`src/rtl/display_select_sequencer.sv`:
```
// display_select_sequencer: debounced step button plus timed auto-scan driving the display debug mux select.
// Define DISPLAY_SEQ_DEBUG_VIEWS_EN to extend the view set with the debug-script views 32..38.
module display_select_sequencer #(
   parameter int DWELL_CYCLES    = 50000000,
   parameter int DEBOUNCE_CYCLES = 500000,
   parameter int CNT_W           = 26
) (
   input  logic       Clock,
   input  logic       Reset,
   input  logic       Step_Button,
   input  logic       Mode_Switch,
   input  logic       Direction_Switch,
   input  logic       View_Switch,
   output logic [5:0] Display_Select,
   output logic       Display_Enable,
   output logic       Step_Pulse
);
   typedef enum logic [1:0] {MANUAL, AUTO, PAUSED} state_t;
   localparam logic [CNT_W-1:0] DWELL_LAST    = CNT_W'(DWELL_CYCLES - 1);
   localparam logic [CNT_W-1:0] DEBOUNCE_LAST = CNT_W'(DEBOUNCE_CYCLES - 1);
   localparam logic [CNT_W-1:0] CNT_ONE       = CNT_W'(1);
   state_t           state, state_n;
   logic             sync_a, sync_b, btn_level, btn_level_d, press;
   logic [CNT_W-1:0] deb_cnt, dwell_cnt, dwell_n;
   logic [5:0]       fwd_view, bwd_view;
   logic             advance, frozen, live_press;
   // Button path: synchronizer, stable-sample debouncer, registered falling-edge detect.
   always_ff @(posedge Clock) begin
      if (Reset) begin
         sync_a      <= 1'b1;
         sync_b      <= 1'b1;
         btn_level   <= 1'b1;
         btn_level_d <= 1'b1;
         press       <= 1'b0;
         deb_cnt     <= '0;
      end else begin
         sync_a      <= Step_Button;
         sync_b      <= sync_a;
         btn_level_d <= btn_level;
         press       <= btn_level_d & ~btn_level;
         if (sync_b == btn_level)
            deb_cnt <= '0;
         else if (deb_cnt == DEBOUNCE_LAST) begin
            btn_level <= sync_b;
            deb_cnt   <= '0;
         end else
            deb_cnt <= deb_cnt + CNT_ONE;
      end
   end
   always_comb begin
`ifdef DISPLAY_SEQ_DEBUG_VIEWS_EN
      fwd_view = (Display_Select == 6'd26) ? 6'd32 : (Display_Select == 6'd38) ? 6'd0 : Display_Select + 6'd1;
      bwd_view = (Display_Select == 6'd0) ? 6'd38 : (Display_Select == 6'd32) ? 6'd26 : Display_Select - 6'd1;
`else
      fwd_view = (Display_Select == 6'd26) ? 6'd0 : Display_Select + 6'd1;
      bwd_view = (Display_Select == 6'd0) ? 6'd26 : Display_Select - 6'd1;
`endif
   end
   // Mode changes always win; everything else is suppressed while the register view is frozen.
   always_comb begin
      state_n    = state;
      dwell_n    = dwell_cnt;
      advance    = 1'b0;
      frozen     = Display_Enable;
      live_press = press & ~frozen;
      case (state)
         MANUAL: begin
            if (Mode_Switch) begin
               state_n = AUTO;
               dwell_n = '0;
            end else
               advance = live_press;
         end
         AUTO: begin
            if (!Mode_Switch)
               state_n = MANUAL;
            else if (frozen)
               dwell_n = dwell_cnt;
            else if (press)
               state_n = PAUSED;
            else if (dwell_cnt == DWELL_LAST) begin
               advance = 1'b1;
               dwell_n = '0;
            end else
               dwell_n = dwell_cnt + CNT_ONE;
         end
         PAUSED: begin
            if (!Mode_Switch)
               state_n = MANUAL;
            else if (live_press) begin
               state_n = AUTO;
               dwell_n = '0;
            end
         end
         default: state_n = MANUAL;
      endcase
   end
   always_ff @(posedge Clock) begin
      if (Reset) begin
         state          <= MANUAL;
         dwell_cnt      <= '0;
         Display_Select <= 6'd0;
         Display_Enable <= 1'b0;
         Step_Pulse     <= 1'b0;
      end else begin
         state          <= state_n;
         dwell_cnt      <= dwell_n;
         Display_Enable <= View_Switch;
         Step_Pulse     <= advance;
         Display_Select <= advance ? (Direction_Switch ? bwd_view : fwd_view) : Display_Select;
      end
   end
endmodule

```
`config.mk`:
```
export PLATFORM = sky130hd
export DESIGN_NAME = display_select_sequencer
export DESIGN_NICKNAME = d
export VERILOG_FILES = /design/src/rtl/display_select_sequencer.sv
export SDC_FILE = /design/constraint.sdc
export NUM_CORES = 1
export LEC_CHECK = 0
export ABC_AREA = 1
export BUFFER_PORTS_ARGS = -buffer_cell sky130_fd_sc_hd__buf_4
export CAP_MARGIN = 20
export CORE_ASPECT_RATIO = 1.1
export CORE_UTILIZATION = 60
export DETAILED_ROUTE_END_ITERATION = 6
export MAX_ROUTING_LAYER = met4
export PLACE_DENSITY = 0.78
export SETUP_SLACK_MARGIN = 0.4
export SYNTH_ARGS = -nofsm -noshare
export SYNTH_HDL_FRONTEND = slang
export SYNTH_SLANG_ARGS = --single-unit
```
`constraint.sdc`:
```
create_clock -name Clock -period 2.05 [get_ports Clock]
set_input_delay 0 -clock Clock [delete_from_list [all_inputs] [get_ports Clock]]
set_output_delay 0 -clock Clock [all_outputs]
set_load 0.03 [all_outputs]
```
==> results of run 1 <==
[how the worst max path moves through the flow]
stage                           start                 to  cells after the start
floorplan           Display_Select[0]  Display_Select[3]                     10
global placement           deb_cnt[0]        deb_cnt[17]                      8
detailed placement         deb_cnt[0]        deb_cnt[15]                      8
CTS                      dwell_cnt[1]      dwell_cnt[15]                     11
global route               deb_cnt[0]        deb_cnt[11]                      8
finish                     deb_cnt[0]        deb_cnt[12]                      8
[layout make-up]
cell class / instances / area, µm²
clock inverters: 5 / 27.5
repair buffers: 38 / 319
inverters: 77 / 292
well taps: 80 / 100
flip-flops and latches: 67 / 1350
multi-input cells: 428 / 2430
clock buffers: 11 / 151
fillers: 484 / 1590
[worst max-delay path, cell delays in order, from the launching register on]
cell and delay, ns:
dfxtp_2 0.37, ha_4 0.15, nand2_2 0.08, nor2_4 0.15, nand3_2 0.10, nor3_4 0.25
nand2_4 0.18, nand2_8 0.15, nor2_1 0.08
[sequential cells by signal, indices dropped and copies added, names as in the netlist]
signal,cells
press,1
sync_a,1
Step_Pulse,1
sync_b,1
dwell_cnt,26
Display_Enable,1
deb_cnt,26
Display_Select,6
btn_level_d,1
state,2
btn_level,1
[power groups by stage]
stage | Clock (W) | Sequential (W) | Combinational (W)
floorplan | 0 | 0.00134 | 0.0000846
finish | 0.00101 | 0.00131 | 0.000150
global route | 0.00108 | 0.00131 | 0.000160
global placement | 0 | 0.00134 | 0.000107
detailed placement | 0 | 0.00134 | 0.000109
CTS | 0.00102 | 0.00131 | 0.000132
[per-stage QoR]
| stage | setup slack, ns | utilization | total power, W | cell area [µm²] | instances |
|---|---|---|---|---|---|
| after CTS | 0.403 | 0.708 | 0.00246 | 4440 | 692 |
| after global routing | 0.346 | 0.746 | 0.00255 | 4670 | 706 |
| after global placement | 0.304 | 0.657 | 0.00145 | 4120 | 664 |
| after floorplan | 0.494 | - | 0.00143 | 3980 | 579 |
| after detailed placement | 0.235 | 0.657 | 0.00145 | 4120 | 664 |
| final | 0.402 | 0.746 | 0.00248 | 4670 | 706 |
[kinds of logic after synthesis]
| logic type | Yosys count |
|---|---|
| AOI/OAI and AO/OA | 64 |
| buffers and inverters | 87 |
| and+or+nand+nor | 341 |
| adders and majority gates | 6 |
| xor gates and xnor gates | 14 |
| DFF | 67 |
[placed cells by master (no fill, tap or decap), types with 2 or more instances in the layout]
cell           synthesis  final
a21oi_1               39     38
a21oi_2                2      3
and3_1                 2      2
buf_4                  2     29
clkbuf_8               0     11
clkinv_2               0      4
dfxtp_1               67     60
dfxtp_2                0      7
dlygate4sd3_1          0      7
ha_1                   6      4
ha_4                   0      2
inv_1                 68     68
inv_2                  8      8
nand2_1              133    129
nand2_2                7      8
nand2_4                1      5
nand2_8                3      5
nand3_1               51     48
nand3_2                0      3
nand3b_1               2      2
nand4_1               13     13
nor2_1                72     69
nor2_2                 8      8
nor2_4                 9     12
nor3_1                15     14
nor3_2                13     13
nor3b_2                3      5
o21ai_0               14     14
o21bai_1               4      4
or2_2                  4      4
xnor2_1                9      9
xor2_1                 5      5
[layer usage]
layer	vias to the layer above	part of all wire
li1	1955	-
met1	1803	0.41
met2	158	0.50
met3	36	0.058
met4	0	0.032
met5	-	0
[what timing repair did]
action	in CTS	in global routing
hold buffers	7	0
setup endpoints to repair	40	57
endpoints found under the hold margin	13	0
resized for setup	6	32
pin swaps	1	10
buffers inserted	4	12
gates cloned	1	2
==> results.tsv, run 1 <==
stage	metric	value	unit
status	status	finished clean	
die	dieArea	0.00696	mm²
logic_synthesis	yosys_warnings	0	
logic_synthesis	synth_fp_nets	591	
critical_path	setup.worst_path.class	reg2reg	
logic_synthesis	ys_seq_elements	67	
clock_tree	clk_path_buf_depth	2	
power	leakagePower	1.78	nW
logic_synthesis	synth_top_area_cell	dfxtp_1	
logic_synthesis	synth_edf_count	0	
layout	area_growth	17.6	%
power	clkPwrFrac	0.410	
route	via_count	3952	
die	die_h	87.4	µm
timing	period_share	0.804	
route	drcViolationCount	0	
timing	fin_worst_skew	0.00665	ns
timing	worstMarginPinSlew	0.795	ns
timing	finalHoldViolations	0	
grt	grt_pass1_wl	15300	µm
clock_tree	clockRootBuffer	clkbuf_8	
grt	grt_overflow	0	
timing	tns	0	ns
power	pwr-share-comb	0.060	
placement	gp_congestion	0.947	
logic_synthesis	synthMostInstantiatedCell	nand2_1	
die	num_rows	30	
logic_synthesis	synth-seq-area-share	0.337	
route	vias_per_cell	5.60	
logic_synthesis	synth_top_area_frac	0.337	
grt	busiest_layer	met2	
placement	place_hpwl	6360	µm
critical_path	timing.rr.start	deb_cnt[0]	
grt	met1_usage	0.331	
critical_path	critPathMaxFanout	7	
power	swShare	0.247	
logic_synthesis	synthSimpleGateAreaFrac	0.431	
logic_synthesis	synth_xor_area_frac	0.0308	
clock_tree	clkLatencyLatePin	0.34	ns
critical_path	cp-end-kind	flop	
logic_synthesis	yosysUniqueCellTypes	40	
route	wire_per_inst	14.0	µm
route	dr.pass1.iters	5	
timing	slew_headroom	0.470	
critical_path	r2r-end	deb_cnt[12]	
worst_hold_path	hold_class	in2reg	
power	p_int	0.00186	W
logic_synthesis	avgSynthCellArea	6.87	µm²
critical_path	reg2reg_depth	8	
logic_synthesis	yosys_most_used_dff	dfxtp_1	
layout	diodes	0	
grt	track_usage	0.287	
timing	rsz0062_at_grt	yes	
grt	grt.met2_usage	0.496	
timing	fmax	0.607	GHz
logic_synthesis	synth_area	0.00398	mm²
die	initial_core_util	0.634	
worst_hold_path	hold_start	Direction_Switch	
grt	grt_max_degree	16	
worst_hold_path	hold_depth	3	
logic_synthesis	synthAdderAreaFrac	0.0189	
critical_path	startpoint_type	flop	
critical_path	critPathArrivalTime	1.86	ns
route	first_iter_violations	269	
die	io_pins	14	
timing	finalCriticalPeriod	1.65	ns
critical_path	required	2.27	ns
logic_synthesis	ys_top_cells_by_count	nand2_1 (133), nor2_1 (72), inv_1 (68), dfxtp_1 (67), nand3_1 (51)	
placement	numPortBuffers	13	
die	core	0.00627	mm²
die	dieWidth	79.6	µm
logic_synthesis	synth_top_family_by_area	simple AND/OR/NAND/NOR gates	
power	seqPwrFrac	0.530	
layout	layout-drive-gt1-share	0.216	
clock_tree	cts_tree	built	
logic_synthesis	synth_compound_area_frac	0.0903	
logic_synthesis	syn_inst	579	
clock_tree	clock_sinks	67	
grt	antenna_found_initial	0	
power	ir_worst_vdd	545	µV
timing	whs	0.00546	ns
clock_tree	clkTransAtPathRegs	0.07	ns
grt	use_met3	0.0387	
timing	slew_violations	0	
power	power_density	530	mW/mm²
logic_synthesis	netlist_top_cells_area	dfxtp_1 (34%), nand2_1 (13%), nor2_1 (6.8%)	
worst_hold_path	hold_end	Display_Select[1]	
clock_tree	cts_buffers	9	
route	finalWirelength	9880	µm
critical_path	regToRegSetupSlack	0.40	ns
route	postRouteAntennaNets	0	
timing	setup_viol	0	
logic_synthesis	synth_mux_area_frac	0	
layout	nets	633	
clock_tree	cts_max_level	3	
power	switchingPower	0.000613	W
grt	grt_pass1_vias	3486	
logic_synthesis	synthArstFlopShare	0	
job	drv_cap	0	
Power figures use the tool's default switching activity.
==> run 2, diff against run 1 <==
--- a/config.mk
+++ b/config.mk
@@ -9,10 +9,10 @@
 export BUFFER_PORTS_ARGS = -buffer_cell sky130_fd_sc_hd__buf_4
 export CAP_MARGIN = 20
 export CORE_ASPECT_RATIO = 1.1
-export CORE_UTILIZATION = 60
+export CORE_UTILIZATION = 56
 export DETAILED_ROUTE_END_ITERATION = 6
 export MAX_ROUTING_LAYER = met4
-export PLACE_DENSITY = 0.78
+export PLACE_DENSITY = 0.76
 export SETUP_SLACK_MARGIN = 0.4
 export SYNTH_ARGS = -nofsm -noshare
 export SYNTH_HDL_FRONTEND = slang
==> constraint.sdc (replaced) <==
create_clock -name Clock -period 1.3 [get_ports Clock]
set_input_delay 0 -clock Clock [delete_from_list [all_inputs] [get_ports Clock]]
set_output_delay 0 -clock Clock [all_outputs]
set_load 0.03 [all_outputs]
==> results.tsv, run 2 (synthesized netlist as in run 1, its figures left out) <==
stage	metric	value	unit	change
status	status	finished, violations left		
status	failed_checks	DRC, setup timing		
clock_tree	cts_tree	built		
grt	grt_overflow	0		unchanged
layout	design_area	0.00627	mm²	+34%
timing	setup_ws	-0.552	ns	-0.954 ns
clock_tree	clock_sinks	67		unchanged
die	core	0.00671	mm²	+7.0%
timing	fin_worst_skew	0.0145	ns	+0.00783 ns
route	vias_per_cell	6.92		+24%
route	first_iter_violations	863		+220%
clock_tree	clkTransAtPathRegs	0.09	ns	+0.02 ns
layout	nets	755		+19%
clock_tree	cts_buffers	9		unchanged
critical_path	regToRegSetupSlack	-0.55	ns	-0.95 ns
timing	slew_headroom	0.585		+0.115
timing	slew_violations	0		unchanged
critical_path	setup.worst_path.class	reg2reg		
worst_hold_path	hold_start	Mode_Switch		
layout	layout-drive-gt1-share	0.501		+0.286
clock_tree	clkLatencyLatePin	0.39	ns	+0.05 ns
placement	numPlacedInstances	773		+16%
layout	layout_common_cells	buf_4 (131), nand2_1 (110), inv_1 (62)		
timing	finalHoldViolations	0		unchanged
power	power_density	702	mW/mm²	+33%
die	dieWidth	82.3	µm	+3.4%
placement	placed_cell_area	0.00510	mm²	+24%
clock_tree	clk_path_buf_depth	2		unchanged
layout	final_common_cell	buf_4		
layout	nFillCells	207		-57%
placement	dp_slack	-0.281	ns	-0.515 ns
timing	period_share	1.42		+0.621
grt	grt_pass1_wl	20900	µm	+37%
power	ir_worst_vdd	616	µV	+13%
route	dr.pass1.iters	7		+2
timing	worstMarginPinSlew	0.618	ns	-0.177 ns
timing	rsz0062_at_grt	yes		
route	finalWirelength	21100	µm	+110%
critical_path	timing.rr.start	dwell_cnt[6]		
critical_path	critPathMaxFanout	5		-2
critical_path	worstSetupStartpoint	dwell_cnt[6]		
route	postRouteAntennaNets	0		unchanged
grt	track_usage	0.376		+0.0895
die	num_rows	31		+3.3%
critical_path	startpoint_type	flop		
timing	setup_viol	61		+61
job	drv_cap	0		unchanged
layout	utilization	0.935		+0.189
route	via_count	5754		+46%
layout	area_growth	57.8	%	
timing	fmax	0.540	GHz	-11%
die	die_h	90.4	µm	+3.4%
route	drcViolationCount	120		+120
grt	grt_max_degree	25		+9
power	leakagePower	2.62	nW	+47%
placement	gp_congestion	0.959		+1.2%
route	wire_per_inst	25.3	µm	+81%
layout	stdcell_count	832		+18%
worst_hold_path	hold_class	in2reg		
critical_path	critPathArrivalTime	2.14	ns	+0.28 ns
clock_tree	cts_max_level	3		unchanged
critical_path	required	1.59	ns	-0.68 ns
placement	place_hpwl	7850	µm	+23%
placement	numPortBuffers	13		unchanged
grt	grt_pass1_vias	4740		+36%
grt	antenna_found_initial	1		+1
timing	finalCriticalPeriod	1.85	ns	+0.204 ns
die	io_pins	14		unchanged
layout	top_regs	deb_cnt (26), dwell_cnt (26), Display_Select (6)		
die	dieArea	0.00744	mm²	+7.0%
clock_tree	clockRootBuffer	clkbuf_8		
die	initial_core_util	0.593		-0.0418
timing	whs	0.0390	ns	+0.0335 ns
critical_path	cp-end-kind	flop		
run 2: changes by cell type in the layout (fill, tap and decap cells not counted), sizes merged:
| cell | delta |
|---|---|
| nand2 | -3 |
| clkbuf | +1 |
| dlygate4sd3 | -4 |
| buf | +126 |
| diode | +2 |
| nand3 | +1 |
| inv | -1 |
| bufinv | +1 |
| clkinv | +1 |
run 2: where the power goes:
part           internal, W  switching, W
Sequential         0.00204     0.0000102
Clock             0.000939      0.000997
Combinational     0.000182      0.000235
run 2: final timing paths:
check	end	cells past startpoint
worst max-delay path	dwell_cnt[25]	7
worst max register to register	dwell_cnt[25]	7
worst min-delay path	state[0]	3
worst min register to register	sync_b	1
run 2: final cells by class:
class,instances,area (µm²),share of cell area
clock buffers,10,138,0.0219
well taps,82,103,0.0164
multi-input cells,426,2830,0.452
clock inverters,6,65.1,0.0104
flip-flops and latches,67,1400,0.224
repair buffers,162,1420,0.226
inverters,77,309,0.0493
diodes,2,5.00,0.000798
run 2: repair_timing:
action / in CTS / in global routing
gates resized for setup: 48 / 125
buffers inserted: 15 / 19
pin swaps: 18 / 33
endpoints found under the setup margin: 66 / 68
gates cloned: 1 / 3
hold buffers: 3 / 0
endpoints found under the hold margin: 3 / 0
run 2: routing by layer:
metal	up-vias	part of all wire	global-route usage
met2	684	0.42	0.616
met1	2534	0.31	0.393
met3	344	0.14	0.0929
met4	0	0.12	0.240
li1	2192	-	-
met5	-	0	-
run 2: worst max-delay path, stage by stage (launching register included):
cell and delay, ns:
dfxtp_1 0.43, nand2_1 0.14, nor2_2 0.19, nand2_4 0.13, nor3_1 0.54, nand4_1 0.15, nand3_1 0.13, nor2_1 0.05
run 2: through the flow:
stage / TNS (ns) / power, W
4_1_cts: -10.20 / 0.00418
2_1_floorplan: -6.38 / 0.00226
6_report: -24.17 / 0.00441
3_3_place_gp: -7.86 / 0.00238
3_5_place_dp: -11.06 / 0.00239
5_1_grt: -28.94 / 0.00449
